`src/rtl/ariane_pkg.sv`:
```
// Shared core definitions used by the runtime-monitor lane scheduler.
package ariane_pkg;

    localparam int unsigned RM_NUM_LANES = 4;

    typedef enum logic [1:0] {
        IDLE  = 2'd0,
        BUSY  = 2'd1,
        DRAIN = 2'd2
    } rm_lane_state_t;

endpackage

```
`src/rtl/rm_rr_arbiter.sv`:
```
// Round-robin arbiter: one-hot grant to the first requester at or after the pointer.
module rm_rr_arbiter #(
    parameter int unsigned NUM_REQ = 2
) (
    input  logic               clk_i,
    input  logic               rst_ni,
    input  logic [NUM_REQ-1:0] req_i,
    input  logic               adv_i,
    output logic [NUM_REQ-1:0] gnt_o
);

    localparam int unsigned PTR_W = (NUM_REQ > 1) ? $clog2(NUM_REQ) : 1;

    logic [PTR_W-1:0] r_ptr;
    logic [PTR_W-1:0] w_next_ptr;

    always_comb begin
        int unsigned idx;
        logic        found;
        gnt_o      = '0;
        w_next_ptr = r_ptr;
        found      = 1'b0;
        idx        = 0;
        for (int unsigned i = 0; i < NUM_REQ; i++) begin
            idx = (32'(r_ptr) + i) % NUM_REQ;
            if (!found && req_i[idx]) begin
                found      = 1'b1;
                gnt_o[idx] = 1'b1;
                w_next_ptr = PTR_W'((idx + 1) % NUM_REQ);
            end
        end
    end

    // Pointer moves only when the grant is actually consumed.
    always_ff @(posedge clk_i or negedge rst_ni) begin
        if (!rst_ni) begin
            r_ptr <= '0;
        end else if (adv_i) begin
            r_ptr <= w_next_ptr;
        end
    end

endmodule

```
`src/rtl/rm_lane_scheduler.sv`:
```
// Allocates runtime-monitor lanes to requesters; per-lane IDLE/BUSY/DRAIN FSM.
// Optional per-lane watchdog enabled by defining RM_LANE_TIMEOUT_EN.
module rm_lane_scheduler
    import ariane_pkg::*;
#(
    parameter int unsigned NUM_LANES = RM_NUM_LANES,
    parameter int unsigned NUM_REQ   = 2,
    parameter int unsigned TIMEOUT   = 64
) (
    input  logic                 clk_i,
    input  logic                 rst_ni,
    input  logic                 flush_i,
    input  logic [NUM_REQ-1:0]   req_valid_i,
    output logic [NUM_REQ-1:0]   req_ready_o,
    output logic [NUM_LANES-1:0] grant_lane_o,
    input  logic [NUM_LANES-1:0] release_i,
    output logic [NUM_LANES-1:0] lane_busy_o,
    output logic [NUM_LANES-1:0] lane_reset_o,
    output logic [NUM_LANES-1:0] timeout_o
);

    rm_lane_state_t       r_state [NUM_LANES];
    logic [NUM_LANES-1:0] r_timeout;

    logic [NUM_LANES-1:0] w_idle;
    logic [NUM_LANES-1:0] w_lane_pick;
    logic [NUM_LANES-1:0] w_to;
    logic [NUM_REQ-1:0]   w_arb_gnt;
    logic                 w_grant_ok;
    logic                 w_xfer;

    always_comb begin
        for (int l = 0; l < NUM_LANES; l++) begin
            w_idle[l]       = (r_state[l] == IDLE);
            lane_busy_o[l]  = (r_state[l] != IDLE);
            lane_reset_o[l] = (r_state[l] == DRAIN);
        end
    end

    // rst_ni gating keeps handshakes quiet while the lanes are held in reset.
    assign w_grant_ok   = rst_ni & (|w_idle) & ~flush_i;
    assign req_ready_o  = w_grant_ok ? w_arb_gnt : '0;
    assign w_xfer       = w_grant_ok & (|w_arb_gnt);
    assign w_lane_pick  = w_idle & (~w_idle + NUM_LANES'(1));
    assign grant_lane_o = w_xfer ? w_lane_pick : '0;
    assign timeout_o    = r_timeout;

    rm_rr_arbiter #(
        .NUM_REQ (NUM_REQ)
    ) u_arb (
        .clk_i  (clk_i),
        .rst_ni (rst_ni),
        .req_i  (req_valid_i),
        .adv_i  (w_xfer),
        .gnt_o  (w_arb_gnt)
    );

`ifdef RM_LANE_TIMEOUT_EN
    localparam int unsigned CNT_W = $clog2(TIMEOUT);

    logic [CNT_W-1:0] r_cnt [NUM_LANES];

    always_ff @(posedge clk_i or negedge rst_ni) begin
        if (!rst_ni) begin
            for (int l = 0; l < NUM_LANES; l++) begin
                r_cnt[l] <= '0;
            end
        end else begin
            for (int l = 0; l < NUM_LANES; l++) begin
                if (grant_lane_o[l]) begin
                    r_cnt[l] <= '0;
                end else if (r_state[l] == BUSY) begin
                    r_cnt[l] <= r_cnt[l] + 1'b1;
                end
            end
        end
    end

    always_comb begin
        for (int l = 0; l < NUM_LANES; l++) begin
            w_to[l] = (r_state[l] == BUSY) && (r_cnt[l] == CNT_W'(TIMEOUT - 1));
        end
    end
`else
    logic w_unused_timeout;
    assign w_unused_timeout = (TIMEOUT == 0);
    assign w_to             = '0;
`endif

    always_ff @(posedge clk_i or negedge rst_ni) begin
        if (!rst_ni) begin
            for (int l = 0; l < NUM_LANES; l++) begin
                r_state[l]   <= IDLE;
                r_timeout[l] <= 1'b0;
            end
        end else begin
            for (int l = 0; l < NUM_LANES; l++) begin
                r_timeout[l] <= 1'b0;
                unique case (r_state[l])
                    IDLE: begin
                        if (grant_lane_o[l]) begin
                            r_state[l] <= BUSY;
                        end
                    end
                    BUSY: begin
                        if (release_i[l] || flush_i || w_to[l]) begin
                            r_state[l]   <= DRAIN;
                            // Watchdog is credited only when nothing else ended the lane.
                            r_timeout[l] <= w_to[l] & ~release_i[l] & ~flush_i;
                        end
                    end
                    DRAIN: begin
                        r_state[l] <= IDLE;
                    end
                    default: begin
                        r_state[l] <= IDLE;
                    end
                endcase
            end
        end
    end

endmodule
```
`config.mk`:
```
export PLATFORM = sky130hd
export DESIGN_NAME = rm_lane_scheduler
export DESIGN_NICKNAME = d
export VERILOG_FILES = /design/src/rtl/ariane_pkg.sv /design/src/rtl/rm_rr_arbiter.sv /design/src/rtl/rm_lane_scheduler.sv
export SDC_FILE = /design/constraint.sdc
export NUM_CORES = 1
export LEC_CHECK = 0
export ABC_CLOCK_PERIOD_IN_PS = 2000
export CAP_MARGIN = 30
export CORE_AREA = 2 2 39 41
export CTS_CLUSTER_DIAMETER = 200
export DETAILED_ROUTE_END_ITERATION = 6
export DIE_AREA = 0 0 41 43
export PLACE_DENSITY = 0.79
export SLEW_MARGIN = 20
export SYNTH_ARGS = -nofsm -noshare
export SYNTH_HDL_FRONTEND = slang
export SYNTH_SLANG_ARGS = --single-unit
```
`constraint.sdc`:
```
create_clock -name clk_i -period 2 [get_ports clk_i]
set_clock_uncertainty 0.1 [all_clocks]
set_input_delay 0.4 -clock clk_i [delete_from_list [all_inputs] [get_ports clk_i]]
set_output_delay 0.4 -clock clk_i [all_outputs]
set_load 0.01 [all_outputs]
```
Word level (Yosys, flattened, before mapping)
Index checks and enable logic that the tools add are counted.
{"block": "word_totals", "word_cells": 86, "in_bits": 9, "out_inout_bits": 18, "regBits": 9}
{"block": "op_classes", "n_eq_ne": 16, "mux": 27, "bitwise": 7, "order_cmp": 4, "reduce_logical": 24, "n_addsub": 3}
{"op": "2-bit two-way mux", "n": 11}
{"op": "2-bit inequality test (second input constant)", "n": 8}
{"op": "2-bit one-hot mux with 2 select lines", "n": 4}
{"op": "2-bit AND reduction", "n": 5}
{"op": "2-bit nonzero test", "n": 5}
{"op": "1-bit two-way mux", "n": 9}
{"op": "2-bit by 1-bit == test with 1-bit output (second input constant)", "n": 4}
{"op": "2-bit == test (second input constant)", "n": 4}
{"op": "2-bit logical NOT", "n": 4}
{"op": "4-bit by 1-bit adder with 4-bit output (second input constant)", "n": 1}
{"op": "4-bit AND", "n": 1}
{"op": "1-bit logical OR", "n": 4}
{"op": "1-bit by 2-bit less-than comparator with 1-bit output (second input constant)", "n": 2}
{"op": "4-bit two-way mux", "n": 1}
{"op": "4-bit NOT", "n": 1}
{"op": "4-bit OR reduction", "n": 1}
{"op": "1-bit AND", "n": 3}
{"op": "1-bit logical AND", "n": 3}
{"op": "1-bit adder (second input constant)", "n": 2}
{"op": "1-bit demux with 1-bit select", "n": 2}
{"op": "1-bit greater-or-equal comparator (second input constant)", "n": 2}
{"op": "2-bit bitwise OR", "n": 1}
{"op": "2-bit OR reduction", "n": 1}
{"op": "1-bit logical NOT", "n": 1}
{"op": "1-bit NOT", "n": 1}

Depth between registers and ports, before layout
{"block": "logic_depth", "depth_word": 12, "depth_mapped": 4, "depth_no_buf": 4}

Hierarchy
From an unflattened synthesis, not the netlist that was laid out.
{"block": "hier_totals", "hier_cells": 63, "area_unflattened_um2": 550.5}
{"module": "rm_lane_scheduler", "seq_area_each_um2": 200.2, "n_inst": 1, "area_per_inst_um2": 495.5, "cells_per_inst": 57}
{"module": "rm_rr_arbiter", "seq_area_each_um2": 25.0, "n_inst": 1, "area_per_inst_um2": 55.1, "cells_per_inst": 6}

Worst setup path after synthesis
OpenSTA, ideal clock, no wires.
{"block": "synth_path", "path_kind": "reg2out", "startpoint": "reg r_state[2] in the netlist's numbering", "endpoint": "out grant_lane_o[2]", "required_time_ns": 1.500, "path_stages_with_launch": 3, "path_buffers": 0, "setup_slack_ns": 0.360, "arrival_ns": 1.140, "cell_sequence": "dfrtp_1 > or2_2 > nor4b_2"}
{"block": "synth_via", "elab_chain_cells": 6, "elab_cells_between_ends": 9}
{"item": "from (decl)", "line_no": "rm_lane_scheduler.sv:22", "source": "rm_lane_state_t r_state [NUM_LANES];"}
{"item": "from (signal, indexed assignment)", "line_no": "rm_lane_scheduler.sv:93", "source": "r_state[l] <= IDLE;"}
{"item": "from (signal, indexed assignment)", "line_no": "rm_lane_scheduler.sv:102", "source": "r_state[l] <= BUSY;"}
{"item": "from (signal, indexed assignment)", "line_no": "rm_lane_scheduler.sv:107", "source": "r_state[l] <= DRAIN;"}
{"item": "2-bit logical NOT (*)", "line_no": "rm_lane_scheduler.sv:34", "source": "w_idle[l] = (r_state[l] == IDLE);"}
{"item": "parallel branches: the longest is 4 deep, another holds 4-bit by 1-bit adder with 4-bit output"}
{"item": "4-bit two-way mux (*)", "line_no": "rm_lane_scheduler.sv:45", "source": "assign grant_lane_o = w_xfer ? w_lane_pick : '0;"}
{"item": "to (decl)", "line_no": "rm_lane_scheduler.sv:15", "source": "output logic [NUM_LANES-1:0] grant_lane_o,"}
Every way passes the cells marked *.

Final worst setup path
{"block": "layout_path", "startpoint": "reg r_state[2] in the netlist's numbering", "endpoint": "out lane_reset_o[2]"}
{"block": "layout_via", "elab_chain_cells": 1}
{"item": "2-bit == test", "line_no": "rm_lane_scheduler.sv:36", "source": "lane_reset_o[l] = (r_state[l] == DRAIN);"}
{"item": "to (decl)", "line_no": "rm_lane_scheduler.sv:18", "source": "output logic [NUM_LANES-1:0] lane_reset_o,"}
Every way passes these cells.

==> run metrics <==
FF+latch area=225 µm²; die area=~0.0018 mm²; Reg power frac=0.435; largest net degree at the start of global routing=10; CP Class=flop to output port; final period utilization=0.994; minimum clock period after layout=around 2.0 ns; Pwr per Cell Area=504 mW/mm²; Layout Area Growth over Synthesis=80.7%; asr flop ratio synth=1.00; Clock H-tree levels=1; Crit path arrival time=1.49 ns; non-filler instance count after layout=117; Critical Path Fanout Max=3; status=finished clean; Cells after Synth=between 50 and 60; Post-synth EDFFs=0; TNS Setup=0 ns; DIE WIDTH=41 µm; CTS clock-pin slew for the worst setup and hold paths=0.07 ns; P_int=331 µW; final slew viol count=0; combinational share of power=0.254; Avg Cell Area, Syn=8.84 µm²; CP startpoint kind=flop; layout cells sized above 1=0.376; drt initial violations=9; DPL Wire Length=~1000 µm; Sw Pwr=approximately 140 µW; area leader, netlist=dfrtp_1; area occupied by multi-input gates=307 µm²; # nets final=111; Ant. Diodes=0; residual DRC count=0; drt wl/cell=13.5 µm; switching share of total power=0.290; Netlist Area Pre-Place=~500 µm²; CTS tree=yes; port buffer count=22; Unique masters post-synth=24; Core Region=0.00138 mm²; Overall Power=467 µW; first-pass GRT wire length=~2200 µm; drt pass-1 iters=4; Fill cells=between 100 and 150; Post-Route WL=1580 µm; gpl congestion=0.746; maxcap violations=0; number of global-route vias before repair=518; Final Hold Fails=0; fmax=503 MHz; top_reg_cell synth=dfrtp_1; Inst Count DP=around 110; # clock sinks=9; routed via count=607; clock share of power=0.311; Hold Buf Count CTS=0; CP required=1.50 ns; Commonest cells post-synth=dfrtp_1, nor2_1; post-synthesis sequential area ratio=0.439; CTS Buf Count=3; RSZ-0062 raised after global routing=true; Pleak=0.525 nW; flop and latch count out of synthesis=9; GRT Overall Usage=0.184; top cells by area, synth=dfrtp_1, nor2_1, buf_4; Initial Utilization=0.371; Synth top area share=0.439; reg2reg setup slack=0.40 ns; antenna viol nets, final=0; Rows=14; peak supply drop=0.556 mV; Ports=27; Root Driver=clkbuf_4; clock tree buffer depth=2; initial antenna violation count=0; die height=43 µm; final setup vio count=0; total grt overflow=0; Worst-Skew Late Latency=0.26 ns; crit end category=output port; Avg Vias per Cell=a little over 5; Synth Warn #=0; Min-Delay Path Class=primary input to asynchronous set/reset pin
## cell type report
cell class | instances | share of cell area
Clock buffer | 4 | 0.0283
Inverter | 4 | 0.0162
Multi-Input combinational cell | 44 | 0.331
Sequential cell | 9 | 0.243
Tap cell | 16 | 0.0216
Timing Repair Buffer | 40 | 0.360
## metrics by stage
step / setup WS, ns / hold slack [ns] / utilization / cell area, µm²
floorplan: 0.360 / 0.00441 / - / 524
global placement: -0.516 / 0.383 / 0.596 / 825
detailed placement: -0.594 / 0.379 / 0.596 / 825
CTS: 0.000556 / 0.0981 / 0.643 / 890
global route: -0.0402 / 0.109 / 0.670 / 927
finish: 0.0122 / 0.0941 / 0.670 / 927
## metal layers
metal / wire, µm / track usage / vias to the layer above
li1: - / - / 274
met1: 616 / 0.218 / 288
met2: 794 / 0.303 / 41
met3: 146 / 0.0524 / 4
met4: 25 / 0.0600 / 0
met5: 0 / 0 / -
## kinds of logic after synthesis
group / after synthesis / share of synthesized area
and+or+nand+nor: 29 / 0.324
AOI/OAI and AO/OA: 11 / 0.141
DFF: 9 / 0.439
buffers and inverters: 8 / 0.0878
other: 1 / 0.00731
## final timing paths
| kind | from | end | cells after the start |
|---|---|---|---|
| min reg2reg | u_arb.r_ptr | u_arb.r_ptr | 1 |
| max reg2reg | r_state[3] | u_arb.r_ptr | 7 |
| max | r_state[2] | lane_reset_o[2] | 3 |
| min | rst_ni | r_state[5] | 2 |
| min in group clk_i | u_arb.r_ptr | u_arb.r_ptr | 1 |
| max in group asynchronous | rst_ni | r_state[0] | 2 |
## state kept, by name (all words and copies together) (netlist names)
name,flops
r_state,8
u_arb.r_ptr,1
## placed cells by master, fill, tap and decap left out, types with 2 or more instances in the layout
| cell | synthesis | routed |
|---|---|---|
| nand2_1 | 4 | 4 |
| nor2_1 | 9 | 7 |
| clkbuf_4 | 0 | 3 |
| dlymetal6s2s_1 | 0 | 3 |
| dfrtp_1 | 9 | 9 |
| clkdlybuf4s50_1 | 0 | 7 |
| buf_2 | 0 | 2 |
| a21oi_1 | 4 | 4 |
| nor2b_1 | 2 | 2 |
| conb_1 | 1 | 4 |
| inv_1 | 4 | 4 |
| dlygate4sd2_1 | 0 | 7 |
| buf_4 | 4 | 18 |
| nor3b_1 | 4 | 4 |
| clkbuf_2 | 0 | 2 |
## critical path, stage by stage, from the launching register on
cell and delay (ns):
dfrtp_1 0.42, buf_4 0.16, nor2_1 0.10, clkdlybuf4s50_1 0.54
## what timing repair did
action,CTS,global route
cloned,0,0
endpoints found under the setup margin,9,6
pin swaps,3,5
buffers inserted,4,2
gates resized for setup,26,11
## power by group through the flow
stage | registers, mW | logic, mW | clock network, mW
2_1_floorplan | 0.204 | 0.0468 | 0
3_3_place_gp | 0.204 | 0.109 | 0
3_5_place_dp | 0.204 | 0.112 | 0
4_1_cts | 0.201 | 0.117 | 0.146
5_1_grt | 0.204 | 0.129 | 0.156
6_report | 0.203 | 0.119 | 0.145
Note: power is estimated with default switching activity, not from simulation.
